[src/rtl/keyboard_pkg.sv]
// Shared widths and buffer-state encodings for the keyboard character path.
package keyboard_pkg;

   localparam int CHAR_W         = 8;
   localparam int CHARS_PER_WORD = 8;
   localparam int WORD_W         = CHAR_W * CHARS_PER_WORD;
   localparam int BUF_ADDR_W     = 5;

   typedef enum logic [1:0] {
      EMPTY   = 2'd0,
      PARTIAL = 2'd1,
      FULL    = 2'd2
   } buf_state_t;

endpackage

[src/rtl/character_buffer_writer.sv]
// Packs ASCII chars lowest-byte-first into words for the character register file;
// one write pulse a cycle after each completed/flushed word, input dropped when FULL.
module character_buffer_writer
   import keyboard_pkg::*;
#(
   parameter int ADDR_W = BUF_ADDR_W,
   parameter int CHARS  = CHARS_PER_WORD,
   parameter bit WRAP   = 1'b1
) (
   input  logic                        clock,
   input  logic                        reset,
   input  logic [CHAR_W-1:0]           char_in,
   input  logic                        char_valid,
   input  logic                        backspace,
   input  logic                        flush,
   input  logic                        clear,
   output logic [CHARS*CHAR_W-1:0]     data_out,
   output logic [ADDR_W-1:0]           address,
   output logic                        write,
   output logic [$clog2(CHARS)-1:0]    char_count,
   output logic [ADDR_W:0]             word_count,
   output logic                        full
);

   localparam int CNT_W = $clog2(CHARS);
   localparam int DW    = CHARS * CHAR_W;
   localparam logic [ADDR_W:0] WC_MAX   = {1'b1, {ADDR_W{1'b0}}};
   localparam logic [CNT_W:0]  FILL_MAX = (CNT_W+1)'(CHARS);

   buf_state_t          state, state_nxt;
   logic [DW-1:0]       pack, pack_nxt, data_nxt, word_v;
   logic [CNT_W-1:0]    cnt_nxt, bs_lane;
   logic [CNT_W:0]      fill;
   logic [ADDR_W-1:0]   ptr, ptr_nxt, addr_nxt;
   logic [ADDR_W:0]     wc_nxt;
   logic                wr_nxt, commit;

   always_comb begin
      state_nxt = state;
      pack_nxt  = pack;
      cnt_nxt   = char_count;
      ptr_nxt   = ptr;
      wc_nxt    = word_count;
      wr_nxt    = 1'b0;
      data_nxt  = data_out;
      addr_nxt  = address;
      word_v    = pack;
      fill      = {1'b0, char_count};
      commit    = 1'b0;
      bs_lane   = char_count - CNT_W'(1);

      if (clear) begin
         state_nxt = EMPTY;
         pack_nxt  = '0;
         cnt_nxt   = '0;
         ptr_nxt   = '0;
         wc_nxt    = '0;
         addr_nxt  = '0;
      end else if (state != FULL) begin
         if (backspace) begin
            // Only the unwritten partial word can be edited; a char in the same cycle is dropped.
            if (state == PARTIAL) begin
               for (int k = 0; k < CHARS; k++)
                  if (CNT_W'(k) == bs_lane) pack_nxt[k*CHAR_W +: CHAR_W] = '0;
               cnt_nxt   = bs_lane;
               state_nxt = (bs_lane == '0) ? EMPTY : PARTIAL;
            end
         end else begin
            if (char_valid) begin
               for (int k = 0; k < CHARS; k++)
                  if (CNT_W'(k) == char_count) word_v[k*CHAR_W +: CHAR_W] = char_in;
               fill = fill + (CNT_W+1)'(1);
            end
            // The char is appended before flush is considered, so an 8th char + flush writes once.
            commit = (fill == FILL_MAX) || (flush && (fill != '0));
            if (commit) begin
               wr_nxt    = 1'b1;
               data_nxt  = word_v;
               addr_nxt  = ptr;
               ptr_nxt   = ptr + ADDR_W'(1);
               wc_nxt    = (word_count == WC_MAX) ? WC_MAX : word_count + (ADDR_W+1)'(1);
               pack_nxt  = '0;
               cnt_nxt   = '0;
               state_nxt = (!WRAP && (wc_nxt == WC_MAX)) ? FULL : EMPTY;
            end else begin
               pack_nxt  = word_v;
               cnt_nxt   = fill[CNT_W-1:0];
               state_nxt = (fill == '0) ? EMPTY : PARTIAL;
            end
         end
      end
   end

   always_ff @(posedge clock or posedge reset) begin
      if (reset) begin
         state      <= EMPTY;
         pack       <= '0;
         char_count <= '0;
         ptr        <= '0;
         word_count <= '0;
         write      <= 1'b0;
         data_out   <= '0;
         address    <= '0;
      end else begin
         state      <= state_nxt;
         pack       <= pack_nxt;
         char_count <= cnt_nxt;
         ptr        <= ptr_nxt;
         word_count <= wc_nxt;
         write      <= wr_nxt;
         data_out   <= data_nxt;
         address    <= addr_nxt;
      end
   end

   assign full = (state == FULL);

endmodule
[config.mk]
export PLATFORM = sky130hd
export DESIGN_NAME = character_buffer_writer
export DESIGN_NICKNAME = d
export VERILOG_FILES = /design/src/rtl/keyboard_pkg.sv /design/src/rtl/character_buffer_writer.sv
export SDC_FILE = /design/constraint.sdc
export NUM_CORES = 1
export LEC_CHECK = 0
export ABC_AREA = 1
export BUFFER_PORTS_ARGS = -buffer_cell sky130_fd_sc_hd__buf_2
export CAP_MARGIN = 20
export CORE_ASPECT_RATIO = 0.75
export CORE_MARGIN = 2
export CORE_UTILIZATION = 35
export DETAILED_ROUTE_END_ITERATION = 8
export GPL_TIMING_DRIVEN = 0
export PLACE_DENSITY_LB_ADDON = 0.05
export SYNTH_ARGS = -nofsm -noshare
export SYNTH_HDL_FRONTEND = slang
export SYNTH_SLANG_ARGS = --single-unit
[constraint.sdc]
create_clock -name clock -period 5.2 [get_ports clock]
set_clock_uncertainty 0.1 [all_clocks]
set_input_delay 1.04 -clock clock [delete_from_list [all_inputs] [get_ports clock]]
set_output_delay 1.04 -clock clock [all_outputs]
set_load 0.005 [all_outputs]
==> results.cfg <==
[route]
via_per_inst = 4.623
num_vias = 6126
drtIter0Drc = 320
first_pass_iters = 5
route.detailed.drc = 0
wl_per_cell_um = 15.75
antenna_left = 0
wl_um = 20870

[grt]
grt_pass1_wl_um = 33130
antenna_found_initial = 0
grt.total_usage_pct = 20.03
grt_overflow_total = 0
first_global_vias = 5761
grt_max_degree = 101

[synth]
synth.top_cell.area_share_pct = 51.35
ys.flop_type = dfrtp_1
synth_edf_count = 0
ys_ff_latch = 149
yosys_warnings = 0
async_reset_ff_share_pct = 100.0
synth_top_cell_by_area = dfrtp_1
synth-seq-area-share_pct = 51.35
ys_types = 29
synth.area.top_cells = dfrtp_1 51%, nand2_1 19%, o21ai_0 7.9%
synth_area_per_cell_sq_um = 7.675
yosysMostFrequentCell = nand2_1
syn_area_sq_um = 7261
synth_cells = 946
synthTopCellsByCount = 364 x nand2_1, 149 x dfrtp_1, 133 x inv_1
syn-num-nets = 972

[floorplan]
die_h_um = 128.7
num_rows = 45
core_region_area_sq_um = 20270
initial_utilization_pct = 35.82
die_area_sq_um = 21920
io_pins = 94
die_w_um = 170.3

[critical_path]
cp_data_arrival_time_ns = 2.78
critical_path_required_ns = 5.39
crit_path_end_kind = flop
cp-start-kind = flop
worstReg2RegStart = char_count[2]
path_class = reg2reg
crit_fanout = 10
startpoint = char_count[2]

[timing]
tns_ns = 0
worst-slew-pin-transition_ns = 0.9171
period_needed_ns = 2.589
setup_viol_count_final = 0
fin_ws_ns = 2.611
fmax_mhz = 386.2
hold_viol_final = 0
fin_crit_sh_pct = 49.79
slew_violations = 0
grt_setup_unrepaired = no
relSlewSlack_pct = 38.58

[finish]
multi_input_area_sq_um = 2779
regArea_sq_um = 3729
post-route-util_pct = 42.48
drive_gt1_share_pct = 15.37
area_growth_pct = 18.59
nets = 1082
n_antenna_cell = 0
final_area_sq_um = 8611
fillers = 2150

[clocking]
cts_num_sinks = 149
cts_tree = built
clk-insertion-delay-late_ns = 0.43
post_cts_buffers = 0
cts.clk_slew.worst_paths_ns = 0.07
cts_htree_levels = 4
clk_path_buf_depth = 2
cts_resized = 0
root_buffer = clkbuf_16
cts_buffers = 17
hold_buffers = 0

[status]
status = finished clean

[placed_design]
post_dp_cell_area_sq_um = 8069
routabilityCongestion = 0.7907
dpl.hpwl_um = 14080
io_buffers = 90
pre_cts_slack_ns = 2.467

[job]
drv_cap = 0

[power]
vdd_drop_max_mv = 0.1912
p_leak_nw = 5.181
power.density_nw_per_um2 = 332.3

[hold_path]
hp-start = data_out[50]
worstHoldPathType = reg2reg
-- cell usage in the layout (no fill, tap or decap), types with 2 or more instances in the layout --
cell type,instances
o21ai_1,3
clkbuf_8,2
nor2_1,26
buf_6,4
clkinv_2,4
nand2_1,364
clkbuf_1,11
a22oi_1,2
dfrtp_1,149
clkbuf_16,17
a31oi_1,3
nand2_2,3
o21ai_0,115
a211oi_1,7
ha_1,12
nand3_1,70
inv_1,132
nand2_4,2
buf_2,107
xor2_1,3
inv_2,5
clkinvlp_4,3
buf_4,9
-- power by group --
part | switching (mW) | internal (mW) | total (mW) | leakage, nW
sequential | 0.0440 | 1.24 | 1.28 | 2.05
combinational | 0.276 | 0.133 | 0.409 | 2.87
clock | 0.497 | 0.675 | 1.17 | 0.261
-- cell families after synthesis --
logic type,count (synthesis),share of synthesized area (%)
and+or+nand+nor,469,26.04
xor gates and xnor gates,4,0.4826
other,1,0.05165
buffers and inverters,178,10.37
AOI/OAI and AO/OA,133,9.633
adders and majority gates,12,2.068
DFF,149,51.35
-- area by class of cell --
cell class	count	share of cell area, %
well taps	258	3.749
clock inverters	9	0.9445
multi-input cells	619	32.27
inverters	139	6.146
plain buffers	39	2.688
clock buffers	21	5.347
flip-flops and latches	149	43.30
repair buffers	91	5.551
-- stage by stage --
stage | total power, mW | hold slack, ns | cells
global route | 2.998 | 0.3820 | 1325
finish | 2.861 | 0.3620 | 1325
floorplan | 1.534 | 0.3491 | 946
detailed placement | 1.717 | 0.3532 | 1295
CTS | 2.901 | 0.3693 | 1325
global placement | 1.715 | 0.3493 | 1294
-- layer usage --
| layer | GRT usage, % | vias to the layer above | part of all wire (%) |
|---|---|---|---|
| li1 | - | 3138 | - |
| met2 | 28.74 | 109 | 42 |
| met5 | 0 | - | 0 |
| met4 | 6.586 | 0 | 1.5 |
| met3 | 3.230 | 23 | 3.3 |
| met1 | 30.64 | 2856 | 53 |
-- state kept, by name, indices dropped and copies added (netlist names) --
name        count
ptr             5
pack           64
write           1
word_count      6
state           1
char_count      3
address         5
data_out       64
-- worst paths after layout --
kind	end	slack, ns	depth (start not counted)
max	pack[40]	2.61	12
min	data_out[50]	0.36	2
max reg2reg	pack[40]	2.61	12
min reg2reg	data_out[50]	0.36	2
max in group asynchronous	data_out[54]	3.66	3
min in group asynchronous	data_out[32]	0.50	2
-- critical path: stages (launching register included) --
cell and delay, ns:
dfrtp_1 0.38, buf_2 0.22, inv_1 0.15, ha_1 0.31, nand2_1 0.10, inv_1 0.04
nor2_1 0.08, nor2_1 0.06, nand2_1 0.13, nand2_4 0.12, nand2_2 0.19, clkbuf_1 0.40
o21ai_0 0.16
(Power assumes the default switching activity.)
